## config.mk

```make
export PLATFORM = sky130hd
export DESIGN_NAME = mdu_seq_flat
export DESIGN_NICKNAME = d
export VERILOG_FILES = /design/src/rtl/mdu_pkg.sv /design/src/rtl/mdu_if.sv /design/src/rtl/mdu_addsub_step.sv /design/src/rtl/mdu_seq.sv /design/src/flat_wrapper.sv
export SDC_FILE = /design/constraint.sdc
export NUM_CORES = 1
export LEC_CHECK = 0
export ABC_AREA = 1
export CAP_MARGIN = 10
export CORE_ASPECT_RATIO = 2
export CORE_MARGIN = 1.5
export CORE_UTILIZATION = 64
export CTS_CLUSTER_SIZE = 20
export DETAILED_ROUTE_END_ITERATION = 6
export PLACE_DENSITY = 0.84
export SYNTH_ARGS = -nofsm -noshare
export SYNTH_HDL_FRONTEND = slang
export SYNTH_SLANG_ARGS = --single-unit
```

## constraint.sdc

```tcl
create_clock -name clk -period 4.8 [get_ports clk]
set_input_delay 0.96 -clock clk [delete_from_list [all_inputs] [get_ports clk]]
set_output_delay 0.96 -clock clk [all_outputs]
set_load 0.01 [all_outputs]
```

## src/rtl/mdu_pkg.sv

```systemverilog
// Shared definitions for the iterative multiply/divide unit: operation codes,
// controller states, operand width and a two's-complement magnitude helper.
`timescale 1ns/1ps
package mdu_pkg;
    localparam int WIDTH = 32;

    typedef enum logic [1:0] {
        OP_MULTU = 2'b00,
        OP_MULT  = 2'b01,
        OP_DIVU  = 2'b10,
        OP_DIV   = 2'b11
    } op_t;

    typedef enum logic [1:0] {
        IDLE = 2'b00,
        CALC = 2'b01,
        FIX  = 2'b10
    } state_t;

    function automatic logic [WIDTH-1:0] magnitude(input logic [WIDTH-1:0] v, input logic neg);
        return neg ? (~v + 1'b1) : v;
    endfunction
endpackage

```

## src/rtl/mdu_if.sv

```systemverilog
// Request/response bundle between the pipeline controller (master) and the
// multiply/divide unit (slave).
`timescale 1ns/1ps
interface mdu_if import mdu_pkg::*; ();
    logic             start;
    op_t              op;
    logic [WIDTH-1:0] a;
    logic [WIDTH-1:0] b;
    logic             busy;
    logic             done;
    logic [WIDTH-1:0] hi;
    logic [WIDTH-1:0] lo;
    logic             div_zero;

    modport master (output start, op, a, b, input busy, done, hi, lo, div_zero);
    modport slave  (input start, op, a, b, output busy, done, hi, lo, div_zero);
endinterface

```

## src/rtl/mdu_addsub_step.sv

```systemverilog
// One 33-bit add/subtract step shared by the shift-add multiply and the
// restoring divide: {cout, sum} = x + (sub ? ~y : y) + sub.
`timescale 1ns/1ps
module mdu_addsub_step import mdu_pkg::*; (
    input  logic [WIDTH-1:0] x,
    input  logic [WIDTH-1:0] y,
    input  logic             sub,
    output logic [WIDTH-1:0] sum,
    output logic             cout
);
    logic [WIDTH:0] total;

    assign total       = {1'b0, x} + {1'b0, (sub ? ~y : y)} + {{WIDTH{1'b0}}, sub};
    assign {cout, sum} = total;
endmodule

```

## src/rtl/mdu_seq.sv

```systemverilog
// Iterative 32-bit MULTU/MULT/DIVU/DIV unit: WIDTH step cycles on operand
// magnitudes, then one sign-fix cycle that writes HI/LO and pulses done.
`timescale 1ns/1ps
module mdu_seq import mdu_pkg::*; (
    input  logic clk,
    input  logic rst_n,
    mdu_if.slave bus
);
    localparam int CW = $clog2(WIDTH);

    state_t              state;
    logic [CW-1:0]       count;
    logic                is_div;
    logic                sa;
    logic                sb;
    logic [WIDTH-1:0]    acc_hi;
    logic [WIDTH-1:0]    acc_lo;
    logic [WIDTH-1:0]    b_mag;
    logic [WIDTH-1:0]    a_orig;

    logic                a_neg;
    logic                b_neg;
    logic [WIDTH-1:0]    rem_sh;
    logic [WIDTH-1:0]    step_x;
    logic [WIDTH-1:0]    step_y;
    logic [WIDTH-1:0]    step_sum;
    logic                step_cout;
    logic [2*WIDTH-1:0]  prod_fix;
    logic [WIDTH-1:0]    q_fix;
    logic [WIDTH-1:0]    r_fix;

    assign a_neg = bus.op[0] & bus.a[WIDTH-1];
    assign b_neg = bus.op[0] & bus.b[WIDTH-1];

    // acc_hi doubles as the partial product high half and the divide remainder;
    // acc_lo as the multiplier shift register and the quotient shift register.
    assign rem_sh = {acc_hi[WIDTH-2:0], acc_lo[WIDTH-1]};
    assign step_x = is_div ? rem_sh : acc_hi;
    assign step_y = (is_div || acc_lo[0]) ? b_mag : '0;

    mdu_addsub_step u_step (
        .x    (step_x),
        .y    (step_y),
        .sub  (is_div),
        .sum  (step_sum),
        .cout (step_cout)
    );

    assign prod_fix = (sa ^ sb) ? -{acc_hi, acc_lo} : {acc_hi, acc_lo};
    assign q_fix    = (sa ^ sb) ? -acc_lo : acc_lo;
    assign r_fix    = sa ? -acc_hi : acc_hi;

    always_ff @(posedge clk or negedge rst_n) begin
        if (!rst_n) begin
            state        <= IDLE;
            count        <= '0;
            is_div       <= 1'b0;
            sa           <= 1'b0;
            sb           <= 1'b0;
            acc_hi       <= '0;
            acc_lo       <= '0;
            b_mag        <= '0;
            a_orig       <= '0;
            bus.busy     <= 1'b0;
            bus.done     <= 1'b0;
            bus.hi       <= '0;
            bus.lo       <= '0;
            bus.div_zero <= 1'b0;
        end else begin
            case (state)
                IDLE: begin
                    bus.done <= 1'b0;
                    if (bus.start) begin
                        is_div   <= bus.op[1];
                        sa       <= a_neg;
                        sb       <= b_neg;
                        acc_hi   <= '0;
                        acc_lo   <= magnitude(bus.a, a_neg);
                        b_mag    <= magnitude(bus.b, b_neg);
                        a_orig   <= bus.a;
                        count    <= '0;
                        bus.busy <= 1'b1;
                        state    <= CALC;
                    end
                end
                CALC: begin
                    if (is_div) begin
                        acc_hi <= step_cout ? step_sum : rem_sh;
                        acc_lo <= {acc_lo[WIDTH-2:0], step_cout};
                    end else begin
                        acc_hi <= {step_cout, step_sum[WIDTH-1:1]};
                        acc_lo <= {step_sum[0], acc_lo[WIDTH-1:1]};
                    end
                    count <= count + 1'b1;
                    if (count == CW'(WIDTH-1))
                        state <= FIX;
                end
                FIX: begin
                    // A zero divisor is the only case with a zero magnitude.
                    if (is_div && b_mag == '0) begin
                        bus.lo       <= '1;
                        bus.hi       <= a_orig;
                        bus.div_zero <= 1'b1;
                    end else if (is_div) begin
                        bus.lo       <= q_fix;
                        bus.hi       <= r_fix;
                        bus.div_zero <= 1'b0;
                    end else begin
                        {bus.hi, bus.lo} <= prod_fix;
                        bus.div_zero     <= 1'b0;
                    end
                    bus.done <= 1'b1;
                    bus.busy <= 1'b0;
                    state    <= IDLE;
                end
                default: state <= IDLE;
            endcase
        end
    end
endmodule

```

## src/flat_wrapper.sv

```systemverilog
// flat-port wrapper written by rule: the top's interface ports become plain ports
module mdu_seq_flat import mdu_pkg::*;
  (clk, rst_n, bus_start, bus_op, bus_a, bus_b, bus_busy, bus_done, bus_hi, bus_lo, bus_div_zero);
  mdu_if bus_i ();
  input  logic clk;
  input  logic rst_n;
  input wire logic [$bits(bus_i.start)-1:0] bus_start;
  input wire logic [$bits(bus_i.op)-1:0] bus_op;
  input wire logic [$bits(bus_i.a)-1:0] bus_a;
  input wire logic [$bits(bus_i.b)-1:0] bus_b;
  output wire logic [$bits(bus_i.busy)-1:0] bus_busy;
  output wire logic [$bits(bus_i.done)-1:0] bus_done;
  output wire logic [$bits(bus_i.hi)-1:0] bus_hi;
  output wire logic [$bits(bus_i.lo)-1:0] bus_lo;
  output wire logic [$bits(bus_i.div_zero)-1:0] bus_div_zero;
  assign bus_i.start = bus_start;
  assign bus_i.op = bus_op;
  assign bus_i.a = bus_a;
  assign bus_i.b = bus_b;
  assign bus_busy = bus_i.busy;
  assign bus_done = bus_i.done;
  assign bus_hi = bus_i.hi;
  assign bus_lo = bus_i.lo;
  assign bus_div_zero = bus_i.div_zero;
  mdu_seq u_core (.clk(clk), .rst_n(rst_n), .bus(bus_i));
endmodule
```

* After elaboration in Yosys (flattened, before gate mapping)
Cells that the tools add are included.
** Word-level totals
- Register bits :: 205
- Input bits :: 69
- Output and inout bits :: 67
- Logic and storage cells :: 71
** Cells by class
- Add/sub/neg operators :: 8
- Equal/unequal tests :: 5
- Multiplexer cells :: 28
- Bitwise gates (word level) :: 6
- Reduce and logical (&&, ||, !) cells :: 10
** Operators with widths (count)
- $mux W32 :: 16
- $pmux W32 S2 :: 2
- $not A32 Y32 :: 3
- $add A32 B1 Y32 const B :: 2
- $mux W64 :: 1
- $neg A32 Y32 :: 2
- $neg A64 Y64 :: 1
- $add A32 B32 Y33 :: 1
- $add A33 B1 Y33 :: 1
- $logic_not A32 Y1 :: 1
- $pmux W5 S2 :: 1
- $reduce_and A2 Y1 :: 4
- $add A5 B1 Y5 const B :: 1
- $eq A5 B5 Y1 const B :: 1
- $mux W5 :: 1
- $mux W2 :: 2
- $pmux W1 S2 :: 2
- $pmux W2 S2 :: 1
- $reduce_bool A2 Y1 :: 2
- $and A1 B1 Y1 :: 2
- $eq A2 B1 Y1 const B :: 1
- $eq A2 B2 Y1 const B :: 1
- $logic_not A2 Y1 :: 1
- $mux W1 :: 2
- other kinds (5) :: 5

* Logic depth before layout (Yosys ltp)
Gate-level depths: netlist (run 1).
- Depth in word-level cells :: 9
- Gate-level depth with buffers :: 25

* By module
Synthesis (run 1) repeated with hierarchy kept, for this count alone.
** Second synthesis, totals
- Cell total of the unflattened synthesis :: 2680
- Area total of the unflattened synthesis :: 16568.4 µm²
** By module, submodules not included
- mdu_seq :: instances 1, cells each 2196, area an instance 13940.9 µm², seq. area each 5129.9 µm²
- mdu_addsub_step :: instances 1, cells each 484, area an instance 2627.5 µm², seq. area each 0.0 µm²

* Worst setup path after synthesis (run 1)
No wires, ideal clock.
- Kind :: reg2reg
- Start point :: register u_core.is_div
- End point :: register u_core.acc_hi[1]
- Library setup time :: 0.132 ns
- Data arrival time :: 2.968 ns
- Data required time :: 4.668 ns
- Path slack :: 1.700 ns
- Cell stages (with the launch flop) :: 19
- Period minus slack after synthesis :: 3.100 ns
- Path through :: dfrtp_1 > inv_2 > clkbuf_1 > clkbuf_1 > buf_1 > nor2_1 > a21oi_1 > ha_1 > nand2_1 > o21ai_1 > a21oi_1 > nor2_1 > nor2_4 > nand2_8 > inv_4 > buf_6 > nor2_1 > o21ai_1 > o21ai_0
** On the way
- Longest elaborated chain between the ends :: 9
- Elaborated cells on any way between the ends :: 10
** RTL lines
- start: declaration :: line mdu_seq.sv:13 : logic is_div;
- start signal: assignment :: line mdu_seq.sv:74 : is_div <= bus.op[1];
- $logic_or A1 B1 Y1 :: line mdu_seq.sv:39 : assign step_y = (is_div || acc_lo[0]) ? b_mag : '0;
- $mux W32 :: line mdu_seq.sv:39
- $not A32 Y32 :: line mdu_addsub_step.sv:13 : assign total = {1'b0, x} + {1'b0, (sub ? ~y : y)} + {{WIDTH{1'b0}}, sub};
- $mux W32 :: line mdu_addsub_step.sv:13
- $add A32 B32 Y33 :: line mdu_addsub_step.sv:13
- $add A33 B1 Y33 :: line mdu_addsub_step.sv:13
- $mux W32 :: line mdu_seq.sv:88 : acc_hi <= step_cout ? step_sum : rem_sh;
- $mux W32 * :: line mdu_seq.sv:87 : if (is_div) begin
- $pmux W32 S2 * :: line mdu_seq.sv:70 : case (state)
- end signal: assignment :: line mdu_seq.sv:88
- end signal: assignment :: line mdu_seq.sv:91 : acc_hi <= {step_cout, step_sum[WIDTH-1:1]};
- end: declaration :: line mdu_seq.sv:16 : logic [WIDTH-1:0] acc_hi;
Every way passes the cells marked *; elsewhere a longest branch is shown, timed or not.
A chain may end at the register's enable or synchronous reset.

* Final worst setup path (run 1)
- Start point :: register u_core.is_div
- End point :: register u_core.acc_hi[9]
Same word-level chain as after synthesis.

==> impl_metrics.yaml, run 1 <==
clock_tree:
  h-tree-depth: 1
  postCtsSetupBuffers: 0
  worst_skew_pair.late_latency_ns: 0.57
  clk_pin_slew_ns: 0.07
  cts_resized: 0
  cts_num_sinks: 205
  clock_path_buffers: 3
  cts_buffers: 22
  cts-root-buf: "clkbuf_16"
  cts_hold_buf: 0
  cts_tree: "done"
logic_synthesis:
  synth-async-reset-ratio_pct: 100
  ys_seq_area_share_pct: 31.8
  synth_cell_type_count: 53
  yosys_warnings: 0
  synthMuxAreaShare_pct: 0
  synth_nets: 2664
  synth_fa_ha_area_share_pct: 3.00
  ys.flop_type: "dfrtp_1"
  synth_compound_gate_area_share_pct: 16.9
  yosys.area.top_type: "dfrtp_1"
  synth-simple-area-share_pct: 35.7
  synth-xor-area-share_pct: 3.21
  synth_top_family_by_area: "simple AND/OR/NAND/NOR gates"
  synthesis.instances: 2557
  synth_top_area_share_pct: 31.8
  syn-cell-area_mm2: 0.0161
  synth-seq-cells: 205
  synth.area.top_cells: "dfrtp_1, nand2_1, o21ai_0"
  syn_avg_cell_area_um2: 6.30
  synth-edff-count: 0
routing:
  wl_um: 62300
  drtIter0Drc: 2310
  vias: 18600
  wl_per_cell_um: 20.9
  firstDrtPassIters: 7
  ant_nets: 0
  route.detailed.drc: 4
  viasPerCell: 6.26
final_layout:
  drive_gt1_share_pct: 4.43
  finalInstanceArea_mm2: 0.0184
  fin_cells: 2979
  area_growth_pct: 14.2
  n_fill_cell: 2156
  nNetsFinal: 2735
floorplan:
  die_area_mm2: 0.0262
  rows: 82
  die_y_um: 227
  dieWidth_um: 115
  initial_core_util_pct: 64.7
  ioPinCount: 136
  core_region_area_mm2: 0.0249
global_routing:
  grt_max_degree: 167
  met1_usage_pct: 44.8
  met2_usage_pct: 80.0
  antenna_found_initial: 4
  grt_usage_pct: 48.2
  grt_pass1_wl_um: 95800
  grt_pass1_vias: 18400
  grt_overflow: 0
  grt-busiest-layer: "met2"
  use_met3_pct: 14.9
sta:
  fmax_mhz: 271
  min_period_ns: 3.69
  slew_headroom_pct: 16.5
  tightest_slew_ns: 1.24
  finalCritPeriodShare_pct: 76.9
  setup_tns_ns: 0
  drv_slew: 0
  grt_setup_unrepaired: "no"
  skew_ns: 0.0136
  hold_viol: 0
  setup_viol: 0
setup_path:
  cp.arrival_ns: 4.14
  worstPathRequired_ns: 5.25
  start_kind: "register"
  worst_setup_path_end_kind: "register"
  reg2reg_from: "u_core.is_div"
  startpoint: "u_core.is_div"
  critPathKind: "register to register"
  critPathMaxFanout: 33
min_path:
  hold_path_class: "primary input to asynchronous set/reset pin"
pwr:
  clkPwrFrac_pct: 11.2
  ir_worst_vdd_uv: 527
  switching_power_uw: 9310
  leakagePower_uw: 0.00884
  p_per_area_mw_per_mm2: 888
  cellInternalPower_uw: 7050
  comb_power_share_pct: 69.2
  p_sw_share_pct: 56.9
  seq_power_share_pct: 19.6
placement:
  dp.cells: 2940
  place_area_mm2: 0.0177
  dp_hpwl_um: 45300
  globalplace.congestion: 1.12
  io_buffers: 135
status:
  violations: "DRC"
  status: "finished, violations left"
run:
  cap_violations: 0
[power by group through the flow]
stage | Clock, µW | Sequential, µW | Combinational, µW
finish | 1830 | 3210 | 11300
global route | 1900 | 3270 | 12500
CTS | 1800 | 3150 | 10900
detailed placement | 0 | 3170 | 10800
global placement | 0 | 3150 | 10500
floorplan | 0 | 2940 | 8170
[kinds of logic (layout without fill, tap and decap cells)]
family | after synthesis | in the layout
fa+ha+maj | 38 | 38
compound gates | 513 | 513
flops | 205 | 205
xor+xnor | 59 | 59
other cells | 0 | 2
buf+inv | 388 | 472
simple gates | 1354 | 1354
[cells in the final DEF, fill, tap and decap left out, types with 4 or more instances in the layout]
cell / n
clkinv_1: 4
nor2_4: 6
ha_1: 37
nor3_2: 5
a22oi_1: 8
clkbuf_16: 22
inv_2: 9
o21ai_1: 35
nand2_2: 7
a21o_1: 5
nand4_1: 26
nand3_1: 243
o22ai_1: 5
dfrtp_1: 204
or2_2: 7
o21bai_1: 7
xnor2_1: 9
inv_1: 265
nor2_1: 251
xor2_1: 50
a31oi_1: 22
nand2_1: 737
nor4_1: 8
o21ai_0: 285
nor2_2: 13
clkinvlp_4: 4
o211ai_1: 10
a21oi_1: 122
clkdlybuf4s50_1: 134
buf_4: 18
nor3_1: 31
[critical path, cell delays in order (launching register included)]
cell and delay, ns:
dfrtp_4 0.49, inv_2 0.14, nand2_1 0.24, o21ai_0 0.70, ha_1 0.34, inv_1 0.08
nor3_1 0.40, nand2_1 0.11, nand3_1 0.23, nor2_4 0.10, nand2_8 0.22, nand2_8 0.15
o21ai_0 0.16, o21ai_1 0.10, nand2_1 0.07, nand2_1 0.04
[metal layers]
metal / vias up / wire length [µm]
li1: 8501 / -
met1: 8473 / 19500
met2: 1182 / 29900
met3: 482 / 5220
met4: 2 / 7610
met5: - / 9
[layout make-up]
type / instances / area [µm²] / area share [%]
antenna: 2 / 5.00 / 0.0272
sequential: 205 / 5130 / 27.9
multi-input combinational: 1964 / 9510 / 51.7
inverter: 279 / 1050 / 5.70
tap: 336 / 420 / 2.28
clock inverter: 13 / 175 / 0.951
timing repair buffer: 156 / 1550 / 8.42
clock buffer: 24 / 568 / 3.08
[stage by stage]
stage | power [µW] | worst slack [ns] | hold slack (ns) | utilization, %
2_1_floorplan | 11100 | 1.70 | 0.450 | -
3_3_place_gp | 13700 | 1.32 | 0.465 | 70.9
3_5_place_dp | 13900 | 1.20 | 0.466 | 70.9
4_1_cts | 15800 | 1.17 | 0.488 | 73.8
5_1_grt | 17700 | 0.558 | 0.520 | 73.8
6_report | 16400 | 1.11 | 0.442 | 73.9
[path summary, 6_finish.rpt]
| kind | endpoint | slack (ns) | cells past startpoint |
|---|---|---|---|
| worst min-delay path | u_core.a_orig[19] | 0.44 | 1 |
| worst max register to register | u_core.acc_hi[9] | 1.11 | 15 |
| min in group clk | u_core.a_orig[8] | 0.49 | 2 |
| worst max-delay path | u_core.acc_hi[9] | 1.11 | 15 |
| worst min register to register | u_core.a_orig[8] | 0.49 | 2 |
| max in group asynchronous | u_core.is_div | 3.24 | 2 |
[state kept, by name, indices dropped and copies added (netlist names)]
register	count
u_core.sb	1
u_core.bus.done	1
u_core.bus.busy	1
u_core.bus.div_zero	1
u_core.acc_lo	32
u_core.state	2
u_core.a_orig	32
u_core.is_div	1
u_core.bus.lo	32
u_core.b_mag	32
u_core.sa	1
u_core.acc_hi	32
u_core.count	5
u_core.bus.hi	32
[synth_stat cells, types with 2 or more instances]
master	count
a31oi_1	22
a22o_1	2
nor3_1	31
o31ai_1	2
clkinv_1	4
o21ai_2	2
xnor2_1	9
nand2_1	737
o2111ai_1	2
o21ai_1	35
nand3_1	244
nor2_4	2
o21bai_1	7
inv_2	9
nor4_1	8
a21o_1	5
nor2_2	15
a21oi_1	122
nand2_2	7
nor2_1	253
o21ai_0	285
o211ai_1	10
nand2_8	2
a22oi_1	8
buf_4	3
inv_1	265
o21a_1	3
or2_2	7
buf_2	14
xor2_1	50
clkbuf_1	80
and2_1	3
buf_6	4
and3_1	3
dfrtp_1	205
nand4_1	26
or2_1	2
nor3_2	5
o22ai_1	5
buf_1	8
ha_1	37
nand3b_1	3
Note: power is estimated with default switching activity, not from simulation.
==> run 2: changes to the inputs <==
--- a/config.mk
+++ b/config.mk
@@ -9,10 +9,10 @@
 export CAP_MARGIN = 10
 export CORE_ASPECT_RATIO = 2
 export CORE_MARGIN = 1.5
-export CORE_UTILIZATION = 64
+export CORE_UTILIZATION = 60
 export CTS_CLUSTER_SIZE = 20
 export DETAILED_ROUTE_END_ITERATION = 6
-export PLACE_DENSITY = 0.84
+export PLACE_DENSITY = 0.79
 export SYNTH_ARGS = -nofsm -noshare
 export SYNTH_HDL_FRONTEND = slang
 export SYNTH_SLANG_ARGS = --single-unit
==> constraint.sdc (replaced) <==
create_clock -name clk -period 3.5 [get_ports clk]
set_input_delay 0.7 -clock clk [delete_from_list [all_inputs] [get_ports clk]]
set_output_delay 0.7 -clock clk [all_outputs]
set_load 0.01 [all_outputs]
==> run 2 against run 1 <==
The flow still finishes with violations (DRC). First-iteration DRC count is 25% lower. Utilization is 2.9 points lower. Design area is 1.7% higher. Non-clock buffer count is 43 higher. Clock power is 31% higher. Count of clock-buffer cells in the layout is 3 higher. Routed wire length is 0.27% higher. Die area is 6.5% higher. Fmax is 9.7% higher. Global-route usage is 4.0 points lower. Cell count is 1.6% higher. Combinational power is 42% higher. Critical path type unchanged. Highest routed layer is now met4.
==> impl_metrics.yaml, run 2 (synthesis gave the netlist of run 1 again) <==
floorplan:
  dieWidth_um: 119
  initial_core_util_pct: 61.1
  die_y_um: 235
  core_region_area_mm2: 0.0264
  rows: 84
  die_area_mm2: 0.0279
  ioPinCount: 136
placement:
  globalplace.congestion: 1.07
  dp_hpwl_um: 48000
  io_buffers: 135
  place_area_mm2: 0.0180
global_routing:
  grt_usage_pct: 44.2
  grt_max_degree: 92
  grt_pass1_wl_um: 95200
  antenna_found_initial: 1
  grt_pass1_vias: 18000
  grt_overflow: 0
clock_tree:
  clock_path_buffers: 3
  cts_buffers: 21
  cts_num_sinks: 205
  clk_pin_slew_ns: 0.06
  cts_tree: "done"
  h-tree-depth: 1
  cts-root-buf: "clkbuf_16"
  worst_skew_pair.late_latency_ns: 0.53
final_layout:
  finalInstanceArea_mm2: 0.0187
  layout_commonest_cell: "nand2_1"
  nNetsFinal: 2777
  area_growth_pct: 16.1
  layout_common_cells: "nand2_1, o21ai_0, inv_1"
  drive_gt1_share_pct: 5.78
status:
  status: "finished, violations left"
  violations: "DRC"
setup_path:
  crit_family: "simple AND/OR/NAND/NOR gates"
  worstPathRequired_ns: 3.95
  ff2ff_setup_slack_ns: 0.14
  start_kind: "register"
  worst_path_max_delay_cell: "o21ai_1"
  cp_num_buf_inv: 3
  critPathKind: "register to register"
  reg2reg_from: "u_core.acc_lo[0]"
  cp_slowest_stage_delay_ns: 0.54
  cp.arrival_ns: 3.81
  worst_setup_path_end_kind: "register"
  worstPathCellList: "buf_4, inv_1, ha_1, nand3_2, nor2_2, nand2_2, nor2_2, nand2_1, o21ai_1, buf_4, o2111ai_1, nand3_1, nand3_1, nand2_1"
  worstRegToRegCells: 14
  critPathMaxFanout: 4
  rr_endpoint: "u_core.bus.hi[16]"
sta:
  setup_tns_ns: 0
  fmax_mhz: 297
  slew_headroom_pct: 23.3
  min_period_ns: 3.36
  grt_setup_unrepaired: "no"
  skew_ns: 0.00947
  drv_slew: 0
  finalCritPeriodShare_pct: 96.1
  hold_viol: 0
  setup_viol: 0
  tightest_slew_ns: 1.15
  hold-worst-slack_ns: 0.221
routing:
  wl_per_cell_um: 20.6
  route.detailed.drc: 6
  vias: 18400
  firstDrtPassIters: 7
  viasPerCell: 6.07
  wl_um: 62500
  drtIter0Drc: 1722
  ant_nets: 0
pwr:
  leakagePower_uw: 0.00904
  ir_worst_vdd_uv: 726
  total_power_uw: 22700
  p_per_area_mw_per_mm2: 1210
run:
  cap_violations: 0
min_path:
  hold_path_class: "primary input to asynchronous set/reset pin"
-- run 2: repair_timing --
item	CTS	global route
endpoints found under the setup margin	0	3
setup buffers	0	0
hold buffers	0	0
gates resized for setup	0	4
-- run 2: metal layers --
metal | wire length (µm) | track usage (%)
met1 | 19500 | 42.2
met2 | 31100 | 77.8
met3 | 4360 | 7.01
met4 | 7490 | 44.0
met5 | 0 | 0
-- run 2: per-stage QoR --
stage | setup WS (ns) | std cells | util [%]
2_1_floorplan | 0.400 | 2557 | -
3_3_place_gp | 0.296 | 2991 | 68.3
3_5_place_dp | 0.229 | 2991 | 68.3
4_1_cts | 0.274 | 3025 | 70.9
5_1_grt | 0.0142 | 3026 | 71.0
6_report | 0.137 | 3026 | 71.0
-- run 2: layout make-up --
class,instances,area (µm²)
Multi-Input combinational cell,1964,9510
Inverter,279,1050
Fill cell,2285,7660
Tap cell,344,430
Timing Repair Buffer,199,1890
Clock inverter,7,116
Clock buffer,27,578
Antenna cell,1,2.50
Sequential cell,205,5130
-- run 2: worst max path at each step --
stage               cells after the start  slack, ns        startpoint           endpoint
floorplan                              18       0.40     u_core.is_div   u_core.acc_hi[1]
global placement                       13       0.30          bus_b[0]   u_core.b_mag[28]
detailed placement                     13       0.23          bus_b[0]   u_core.b_mag[28]
CTS                                    21       0.27     u_core.is_div   u_core.acc_hi[2]
global route                           17       0.01     u_core.is_div  u_core.acc_hi[29]
finish                                 14       0.14  u_core.acc_lo[0]  u_core.bus.hi[16]
-- run 2: where the power goes --
group / switching (µW) / total [µW] / internal, µW
Sequential: 1010 / 4370 / 3360
Combinational: 10700 / 16000 / 5290
Clock: 1020 / 2400 / 1380
Total: 12700 / 22700 / 10000
==> run 3: changes to the inputs <==
==> constraint.sdc (replaced) <==
create_clock -name clk -period 3.5 [get_ports clk]
set_input_delay 0.875 -clock clk [delete_from_list [all_inputs] [get_ports clk]]
set_output_delay 0.875 -clock clk [all_outputs]
set_load 0.01 [all_outputs]
==> run 3 against run 2 <==
The run now ends clean. First-iteration DRC count rose by 7.1%. Register-to-register slack improved by 0.04 ns. Worst setup slack improved by 0.037 ns. Clock power grew 8.8%. Combinational power about the same. Power grew 1.0%. Die area unchanged. Sequential power about the same. Cell count hardly changed. Largest cell class unchanged. Highest routed layer is now met5.
==> impl_metrics.yaml, run 3 (synthesis gave the netlist of run 1 again) <==
status:
  status: "finished, final reports clean"
floorplan:
  ioPinCount: 136
  die_y_um: 235
  dieWidth_um: 119
  die_area_mm2: 0.0279
  initial_core_util_pct: 61.1
  rows: 84
  core_region_area_mm2: 0.0264
global_routing:
  grt_overflow: 0
  grt_usage_pct: 44.5
  grt_pass1_wl_um: 95900
  grt_max_degree: 71
  antenna_found_initial: 1
  grt_pass1_vias: 18200
sta:
  skew_ns: 0.0354
  worst_slack_ns: 0.174
  fmax_mhz: 301
  tightest_slew_ns: 1.18
  min_period_ns: 3.33
  finalCritPeriodShare_pct: 95.0
  slew_headroom_pct: 20.8
  grt_setup_unrepaired: "yes"
  setup_viol: 0
  drv_slew: 0
  hold_viol: 0
placement:
  io_buffers: 135
  globalplace.congestion: 1.07
  dp.cells: 2978
  post-place-ws_ns: 0.167
  dp_hpwl_um: 47500
pwr:
  ir_worst_vdd_uv: 731
  leakagePower_uw: 0.00907
  seq_power_share_pct: 19.1
  cellInternalPower_uw: 10100
  total_power_uw: 23000
  comb_power_share_pct: 69.5
  p_per_area_mw_per_mm2: 1220
  p_sw_share_pct: 56.0
  clkPwrFrac_pct: 11.4
  switching_power_uw: 12900
final_layout:
  layout_commonest_cell: "nand2_1"
  drive_gt1_share_pct: 5.79
  fin_cells: 3023
  multi_input_area_mm2: 0.00952
  layout_common_cells: "nand2_1, o21ai_0, inv_1"
  nNetsFinal: 2769
  n_fill_cell: 2269
  area_growth_pct: 16.7
  seq_area_mm2: 0.00513
setup_path:
  critPathKind: "register to register"
  worst_setup_path_end_kind: "register"
  worstPathRequired_ns: 3.97
  cpMostUsedCell: "nand2_1"
  worstPathCellList: "buf_4, clkbuf_16, nand2_1, o21ai_0, ha_1, nand2_1, o21ai_0, a21oi_1, nand2_2, nand3_4, nand2_8, buf_4, nand3_1, nand2_1, nand3_1, nand2_1"
  start_kind: "register"
  cp.arrival_ns: 3.79
  critPathMaxFanout: 35
  cp_slowest_stage_delay_ns: 0.52
  worst_path_max_delay_cell: "dfrtp_4"
clock_tree:
  clk_pin_slew_ns: 0.07
  cts-root-buf: "clkbuf_16"
  cts_num_sinks: 205
  cts_tree: "done"
  cts_buffers: 22
  h-tree-depth: 1
  clock_path_buffers: 3
  worst_skew_pair.late_latency_ns: 0.56
routing:
  vias: 18500
  wl_per_cell_um: 20.9
  wl_um: 63200
  viasPerCell: 6.11
  route.detailed.drc: 0
  firstDrtPassIters: 6
  ant_nets: 0
  drtIter0Drc: 1844
min_path:
  hold_path_class: "primary input to asynchronous set/reset pin"
run:
  cap_violations: 0
-- run 3: repair_timing --
item,in CTS,in global routing
buffers inserted,0,2
endpoints found under the setup margin,0,23
resized for setup,0,7
hold buffers,0,0
hold endpoints to repair,0,0
-- run 3: final timing paths --
path	slack, ns	to	from	depth (start not counted)
worst max-delay path	0.17	u_core.acc_hi[30]	u_core.is_div	16
worst min-delay path	0.36	u_core.a_orig[29]	rst_n	1
worst max register to register	0.17	u_core.acc_hi[30]	u_core.is_div	16
worst min register to register	0.50	u_core.a_orig[8]	u_core.a_orig[8]	2
max in group asynchronous	2.37	u_core.b_mag[19]	rst_n	2
min in group clk	0.50	u_core.a_orig[8]	u_core.a_orig[8]	2
-- run 3: final cells by class --
| class | instances | share of cell area, % |
|---|---|---|
| antenna | 1 | 0.0133 |
| clock buffer | 31 | 3.48 |
| clock inverter | 9 | 0.745 |
| inverter | 279 | 5.61 |
| multi-input combinational | 1964 | 50.6 |
| sequential | 205 | 27.3 |
| tap | 344 | 2.29 |
| timing repair buffer | 190 | 9.96 |
-- run 3: per-layer routing --
| metal | vias to the layer above | global-route usage (%) | share of wire [%] |
|---|---|---|---|
| met5 | - | 0 | 0.027 |
| met4 | 2 | 43.3 | 13 |
| met3 | 411 | 8.20 | 7.3 |
| met2 | 1057 | 78.8 | 50 |
| met1 | 8436 | 41.9 | 31 |
| li1 | 8567 | - | - |
-- run 3: power by group through the flow --
stage / clock, µW / combinational, µW / sequential (µW)
after CTS: 2600 / 15300 / 4320
after floorplan: 0 / 11200 / 4040
after global routing: 2700 / 17600 / 4480
final: 2610 / 16000 / 4400
after detailed placement: 0 / 15100 / 4350
after global placement: 0 / 14800 / 4320
-- run 3: worst max-delay path: cells and delay by family (launching register included) --
kind	cells	cell delay [ns]
buffers and inverters	3	0.62
AOI/OAI and AO/OA	3	0.64
adders and majority gates	1	0.40
DFF	1	0.52
and+or+nand+nor	9	1.04
-- run 3: per-stage QoR --
stage | hold WS, ns | cell area, µm² | util [%] | TNS (ns)
global placement | 0.464 | 17900 | 68.0 | 0
finish | 0.365 | 18800 | 71.3 | 0
CTS | 0.371 | 18700 | 71.0 | 0
floorplan | 0.450 | 16100 | - | 0
global route | 0.410 | 18800 | 71.3 | -0.000972
detailed placement | 0.478 | 17900 | 68.0 | 0
